--- src/rtl/smem_fill_pkg.sv ---
// smem_fill_pkg: shared state encoding and register map for the screen fill engine
package smem_fill_pkg;
    typedef enum logic [1:0] {IDLE, FILL, DONE} state_t;
    localparam logic [1:0] OFF_START = 2'd0;
    localparam logic [1:0] OFF_COUNT = 2'd1;
    localparam logic [1:0] OFF_CODE  = 2'd2;
    localparam logic [1:0] OFF_CMD   = 2'd3;
    localparam int CMD_GO    = 0;
    localparam int CMD_ABORT = 31;
    localparam int ST_BUSY   = 0;
    localparam int ST_ERR    = 1;
endpackage

--- src/rtl/smem_wr_mux.sv ---
// smem_wr_mux: fixed-priority screen memory write port, CPU stores over engine writes
module smem_wr_mux #(
    parameter int AW = 11,
    parameter int DW = 4
) (
    input  logic          cpu_we,
    input  logic [AW-1:0] cpu_addr,
    input  logic [DW-1:0] cpu_data,
    input  logic          eng_req,
    input  logic [AW-1:0] eng_addr,
    input  logic [DW-1:0] eng_data,
    output logic          we,
    output logic [AW-1:0] addr,
    output logic [DW-1:0] wdata,
    output logic          eng_gnt
);
    always_comb begin
        eng_gnt = eng_req && !cpu_we;
        we      = cpu_we || eng_req;
        addr    = cpu_we ? cpu_addr : eng_addr;
        wdata   = cpu_we ? cpu_data : eng_data;
    end
endmodule

--- src/rtl/smem_fill_ctrl.sv ---
// smem_fill_ctrl: memory-mapped screen fill engine sharing the smem write port with CPU stores
module smem_fill_ctrl
    import smem_fill_pkg::*;
#(
    parameter int          AW        = 11,
    parameter int          DW        = 4,
    parameter int          NLOC      = 1200,
    parameter logic [31:0] CTRL_BASE = 32'h0000_1000
) (
    input  logic          clk,
    input  logic          reset_n,
    input  logic          mem_wr,
    input  logic [31:0]   mem_addr,
    input  logic [31:0]   mem_writedata,
    output logic          smem_we,
    output logic [AW-1:0] smem_addr,
    output logic [DW-1:0] smem_wdata,
    output logic [31:0]   ctrl_readdata,
    output logic          busy,
    output logic          done
);
    state_t        state_q, state_d;
    logic [AW-1:0] start_q, start_d, idx_q, idx_d;
    logic [AW:0]   count_q, count_d, rem_q, rem_d;
    logic [DW-1:0] code_q, code_d, fcode_q, fcode_d;
    logic          err_q, err_d;
    logic          in_win, reg_wr, scr_wr, go, abort, eng_gnt, unused_bits;
    logic [1:0]    off;

    assign off         = mem_addr[3:2];
    assign in_win      = mem_addr[31:4] == CTRL_BASE[31:4];
    assign reg_wr      = mem_wr && in_win;
    assign scr_wr      = mem_wr && mem_addr[14];
    assign abort       = reg_wr && off == OFF_CMD && mem_writedata[CMD_ABORT];
    assign go          = reg_wr && off == OFF_CMD && mem_writedata[CMD_GO] && !mem_writedata[CMD_ABORT];
    assign busy        = state_q == FILL;
    assign done        = state_q == DONE;
    assign unused_bits = ^{mem_addr[1:0], mem_writedata[30:12]};

    always_comb begin
        ctrl_readdata = !in_win           ? 32'd0 :
                        off == OFF_START  ? 32'(start_q) :
                        off == OFF_COUNT  ? 32'(count_q) :
                        off == OFF_CODE   ? 32'(code_q) : 32'd0;
        if (in_win && off == OFF_CMD) begin
            ctrl_readdata[ST_BUSY] = busy;
            ctrl_readdata[ST_ERR]  = err_q;
        end
    end

    smem_wr_mux #(.AW(AW), .DW(DW)) u_mux (
        .cpu_we   (scr_wr),
        .cpu_addr (mem_addr[AW+1:2]),
        .cpu_data (mem_writedata[DW-1:0]),
        .eng_req  (busy),
        .eng_addr (idx_q),
        .eng_data (fcode_q),
        .we       (smem_we),
        .addr     (smem_addr),
        .wdata    (smem_wdata),
        .eng_gnt  (eng_gnt)
    );

    always_comb begin
        state_d = state_q;
        idx_d   = idx_q;
        rem_d   = rem_q;
        fcode_d = fcode_q;
        err_d   = err_q;
        start_d = (reg_wr && off == OFF_START) ? mem_writedata[AW-1:0] : start_q;
        count_d = (reg_wr && off == OFF_COUNT) ? mem_writedata[AW:0]   : count_q;
        code_d  = (reg_wr && off == OFF_CODE)  ? mem_writedata[DW-1:0] : code_q;
        if (state_q == IDLE) begin
            if (go) begin
                if (count_q == '0) begin
                    state_d = DONE;
                    err_d   = 1'b0;
                end else if (start_q >= AW'(NLOC)) begin
                    err_d = 1'b1;
                end else begin
                    state_d = FILL;
                    idx_d   = start_q;
                    rem_d   = count_q;
                    fcode_d = code_q;
                    err_d   = 1'b0;
                end
            end
        end else begin
            // GO is only honoured from IDLE; anything else flags a sticky error
            err_d = err_q || go;
            if (state_q == DONE || abort) begin
                state_d = IDLE;
            end else if (eng_gnt) begin
                idx_d   = (idx_q == AW'(NLOC - 1)) ? '0 : idx_q + 1'b1;
                rem_d   = rem_q - 1'b1;
                state_d = (rem_q == (AW+1)'(1)) ? DONE : FILL;
            end
        end
    end

    always_ff @(posedge clk) begin
        if (!reset_n) begin
            state_q <= IDLE;
            start_q <= '0;
            count_q <= '0;
            code_q  <= '0;
            idx_q   <= '0;
            rem_q   <= '0;
            fcode_q <= '0;
            err_q   <= 1'b0;
        end else begin
            state_q <= state_d;
            start_q <= start_d;
            count_q <= count_d;
            code_q  <= code_d;
            idx_q   <= idx_d;
            rem_q   <= rem_d;
            fcode_q <= fcode_d;
            err_q   <= err_d;
        end
    end
endmodule
--- config.mk ---
export PLATFORM = sky130hd
export DESIGN_NAME = smem_fill_ctrl
export DESIGN_NICKNAME = d
export VERILOG_FILES = /design/src/rtl/smem_fill_pkg.sv /design/src/rtl/smem_wr_mux.sv /design/src/rtl/smem_fill_ctrl.sv
export SDC_FILE = /design/constraint.sdc
export NUM_CORES = 1
export LEC_CHECK = 0
export ABC_CLOCK_PERIOD_IN_PS = 5200
export BUFFER_PORTS_ARGS = -buffer_cell sky130_fd_sc_hd__buf_2
export CAP_MARGIN = 20
export CORE_ASPECT_RATIO = 0.5
export CORE_MARGIN = 2
export CORE_UTILIZATION = 55
export DETAILED_ROUTE_END_ITERATION = 12
export PLACE_DENSITY = 0.85
export SLEW_MARGIN = 10
export SYNTH_ARGS = -nofsm -noshare
export SYNTH_HDL_FRONTEND = slang
export SYNTH_SLANG_ARGS = --single-unit
--- constraint.sdc ---
create_clock -name clk -period 5.2 [get_ports clk]
set_input_delay 0.52 -clock clk [delete_from_list [all_inputs] [get_ports clk]]
set_output_delay 0.52 -clock clk [all_outputs]
set_load 0.02 [all_outputs]
Word level (Yosys, flattened, before mapping)
Cells that the tools add are included.
- add/sub/neg operators: 2
- order comparisons: 1
- equality and inequality tests: 13
- muxes and demuxes: 31
- bitwise operators: 2
- reduce and logical (&&, ||, !) cells: 24
- operators by type and width (kind ; count):
    12-bit two-way mux ; 9
    11-bit two-way mux ; 8
    28-bit by 9-bit equality test with 1-bit output, second input constant ; 1
    2-bit two-way mux ; 8
    12-bit by 1-bit equality test with 1-bit output, second input constant ; 1
    12-bit zero test ; 1
    12-bit by 1-bit subtractor with 12-bit output, second input constant ; 1
    11-bit by 1-bit adder with 11-bit output, second input constant ; 1
    11-bit equality test, second input constant ; 1
    11-bit greater-or-equal comparator, second input constant ; 1
    1-bit logical AND ; 11
    4-bit two-way mux ; 2
    2-bit != test, second input constant ; 4
    2-bit equality test, second input constant ; 3
    5-bit AND reduction ; 1
    2-bit by 1-bit equality test with 1-bit output, second input constant ; 2
    2-bit zero test ; 2
    1-bit two-way mux ; 4
    4-bit AND reduction ; 1
    1-bit logical OR ; 3
    3-bit != test, second input constant ; 1
    3-bit AND reduction ; 1
    3-bit nonzero test ; 1
    1-bit zero test ; 2
    2 further kinds ; 3
- register bits: 57
- bits of input ports: 67
- output and inout bits: 50
- logic and storage cells: 81

Depth between registers and ports, before layout
- depth after elaboration: 7
- depth in mapped cells: 8
- mapped depth without buffers: 7

Modules after synthesis
Synthesis repeated with hierarchy kept, for this count alone.
- cell total of the unflattened synthesis: 412
- area, all modules: 3573.4 µm²
- modules (own cells, without submodules) (module ; times used ; cells an instance ; area an instance (µm²) ; seq. area each (µm²)):
    smem_fill_ctrl ; 1 ; 393 ; 3328.2 ; 1141.1
    smem_wr_mux ; 1 ; 19 ; 245.2 ; 0.0

Worst setup path after synthesis
OpenSTA, ideal clock, no wires.
- path kind: input-to-output
- from: input port mem_addr[7]
- to: output port ctrl_readdata[10]
- arrival time: 1.760 ns
- slack: 2.920 ns
- cell stages on the path: 5
- buffers on the path: 1
- cell sequence: nor4_2 -> nand4_1 -> or3_1 -> buf_6 -> nor2_1
- word-level cells in the longest chain between the ends: 2
- RTL lines (element ; line ; text):
    start, declared ; smem_fill_ctrl.sv:13 ; input logic [31:0] mem_addr,
    28-bit by 9-bit equality test with 1-bit output ; smem_fill_ctrl.sv:31 ; assign in_win = mem_addr[31:4] == CTRL_BASE[31:4];
    12-bit two-way mux ; smem_fill_ctrl.sv:41 ; ctrl_readdata = !in_win ? 32'd0 :
    end, declared ; smem_fill_ctrl.sv:18 ; output logic [31:0] ctrl_readdata,
Every way passes these cells.

Worst setup path in the final report
- from: register state_q[0]
- to: output port ctrl_readdata[0]
- word-level cells in the longest chain between the ends: 2
- RTL lines (element ; line ; text):
    start, declared ; smem_fill_ctrl.sv:22 ; state_t state_q, state_d;
    start signal, assigned ; smem_fill_ctrl.sv:112 ; state_q <= state_d;
    2-bit by 1-bit equality test with 1-bit output ; smem_fill_ctrl.sv:36 ; assign busy = state_q == FILL;
    2-bit two-way mux ; smem_fill_ctrl.sv:45 ; if (in_win && off == OFF_CMD) begin
Every way passes these cells.

==> out/qor.txt <==
Fin Hold WS: 422.3 ps
Num Clock Sinks: 57
Largest cells by area after synthesis: dfxtp_1 (31%), mux2i_1 (11%), nor2_1 (6.8%)
CTS tree: yes
Number of DRC markers in iteration 0: 307
Most frequent cells in the layout: buf_2 (75), nor2_1 (65), dfxtp_1 (57)
All-Layer GR Usage: 26.63%
Die area: 7319 sq um
Crit share post-route: 55.63%
Area leader, netlist: dfxtp_1
Synthesis-stage register bit count: 57
Initial Util: 58.37%
Post-CTS setup buffers: 0
Die Y: 61.51 um
Crit path largest cell delay: 790 ps
Top cell type's share of synthesized area: 31.37%
Hold buffer count at cts: 0
Setup TNS: 0 ps
Prevailing post-synth register cell: dfxtp_1
RSZ-0062 raised after global routing: no
Outcome: finished, final reports clean
WP buf/inv: 2
Post-synthesis cell count: 440
Hold Violations, Final: 0
Syn Area/Cell: 8.266 sq um
Area Growth Syn to Fin: 15.69%
Routed Antenna Nets: 0
Crit Path Max Fanout: 18
Die width: 119.0 um
WL/cell: 15.99 um
Core Region: 6231 sq um
Number of synthesized flops with an enable pin: 0
CTS Root Cell: clkbuf_16
WP data required: 4680 ps
Nets@finish: 571
TritonCTS buffer count: 9
Cell Area, Synth: 3637 sq um
Leakage: 1.757 nW
Placed cell areas: 3921 sq um
Post-route DRC: 0
Synth warnings: 0
RD Place Congestion: 0.9228
DRT Pass-1 Iters: 5
H-tree lvl count: 3
Final setup viols: 0
Routed via count: 3479
Post-Route WL: 9.501 mm
I/O pins: 117
Measured slew at the worst slew-check pin: 1036 ps
FMAX: 345.7 MHz
HP Class: primary input to flip-flop
Crit-path cells: inv_1, nor2_1, mux4_2, nor2b_1, buf_2
Worst-Skew Late Latency: 330 ps
Worst EP arrival: 2370 ps
GRT overflow: 0
Resized cells post-CTS: 0
FF-to-FF setup slack: 2420 ps
HPWL Detailed: 6.711 mm
Worst-path clk slew: 60 ps
Rel. slew slack: 30.75%
Slowest CP cell: dfxtp_1
CTS max path bufs: 2
Clk_skew: 6.478 ps
PwrDens: 257.3 nW/um^2
IO Port Bufs: 75
CP Launch Type: flip-flop
Netlist cell types: 62
Critical path class: flip-flop to output pin
Cell Rows: 20
Fraction of layout cells with a size suffix above 1: 25.10%
Fin. max-slew vios: 0
CP delay by family, top: flip-flops
Most common library cell in the layout ignoring fill and taps: buf_2
Seq/Total Area, Yosys: 31.37%
FFs w/ async S/R, synth: 0%
Global-route wire length before repair: 14.95 mm
Diode count: 0
Vias per cell: 5.857
Final Cell Area: 4208 sq um
Max-Cap Viols: 0
Period minus WS final: 2893 ps
Initial antenna violation count: 0
Peak VDD IR: 0.2261 mV
CP Capture Type: output pin
Vias in the first global route: 3004
Largest net degree at the start of global routing: 42
-- synth_stat cells (all sizes together) (3+ instances only) --
| library cell | n |
|---|---|
| nor2 | 67 |
| dfxtp | 57 |
| nand2 | 44 |
| mux2i | 41 |
| buf | 32 |
| a21oi | 28 |
| o21ai | 18 |
| mux2 | 15 |
| nand3 | 15 |
| clkbuf | 14 |
| nor4 | 13 |
| and3 | 9 |
| o31ai | 9 |
| o211ai | 7 |
| inv | 6 |
| nor3 | 5 |
| nand4 | 4 |
| o21a | 4 |
| or3 | 4 |
| ha | 3 |
| nor2b | 3 |
| o32ai | 3 |
| o41ai | 3 |
-- through the flow --
step | setup slack [ps] | util (%) | total power [mW] | instances
final | 2307 | 67.53 | 1.083 | 594
after global routing | 2111 | 67.53 | 1.119 | 594
after CTS | 2346 | 67.53 | 1.085 | 594
after detailed placement | 2408 | 62.93 | 0.5229 | 578
after global placement | 2422 | 62.93 | 0.5221 | 578
after floorplan | 2920 | - | 0.5034 | 459
-- registers in the layout, summed over array words and instances (netlist names) --
name	cells
count_q	12
rem_q	12
idx_q	11
start_q	11
code_q	4
fcode_q	4
state_q	2
err_q	1
-- worst register-to-register path: stages, from the launching register on --
cell and delay [ps]:
dfxtp_1 790, inv_1 440, a31oi_1 340, o211a_1 690
a21oi_1 150, a311oi_1 260
-- power by group --
part | internal [mW] | switching (mW) | total, mW
sequential | 0.437 | 0.000000000223 | 0.437
combinational | 0.0265 | 0.0505 | 0.0770
clock | 0.331 | 0.238 | 0.569
-- cell families (layout without fill, tap and decap cells) --
group                    count (synthesis)  after routing  share of synthesized area (%)
AO/OA/AOI/OAI                           88             88                          16.58
multiplexers                            58             58                          17.17
AND/OR/NAND/NOR                        180            180                          25.04
flip-flops                              57             57                          31.37
adder cells (fa/ha/maj)                  3              3                          1.032
other                                    1             20                         0.1031
buffers and inverters                   53            100                          8.703
-- path summary, 6_finish.rpt --
| path | cells past startpoint | startpoint | endpoint |
|---|---|---|---|
| max reg2reg | 5 | state_q[0]$_SDFFE_PN0P_ | rem_q[0]$_SDFFE_PN0P_ |
| min reg2reg | 2 | rem_q[5]$_SDFFE_PN0P_ | rem_q[5]$_SDFFE_PN0P_ |
| max | 5 | state_q[0]$_SDFFE_PN0P_ | ctrl_readdata[0] |
| min | 3 | mem_writedata[11] | count_q[11]$_SDFFE_PN0P_ |
-- layer usage --
layer  global-route usage (%)  up-vias  wire length, um  share of wire [%]
met4                    6.803        0              131                1.4
met3                    7.315       15              916                9.6
met2                    42.04      150             4124                 43
met1                    36.71     1627             4329                 46
met5                        0        -                0                  0
li1                         -     1687                -                  -
-- layout make-up --
class / instances / area, sq um
multi-input combinational: 349 / 2253
fill: 497 / 2023
sequential: 57 / 1141
timing repair buffer: 77 / 390.4
clock buffer: 9 / 225.2
tap: 88 / 110.1
clock inverter: 7 / 61.31
inverter: 7 / 26.28
Power figures use the tool's default switching activity.
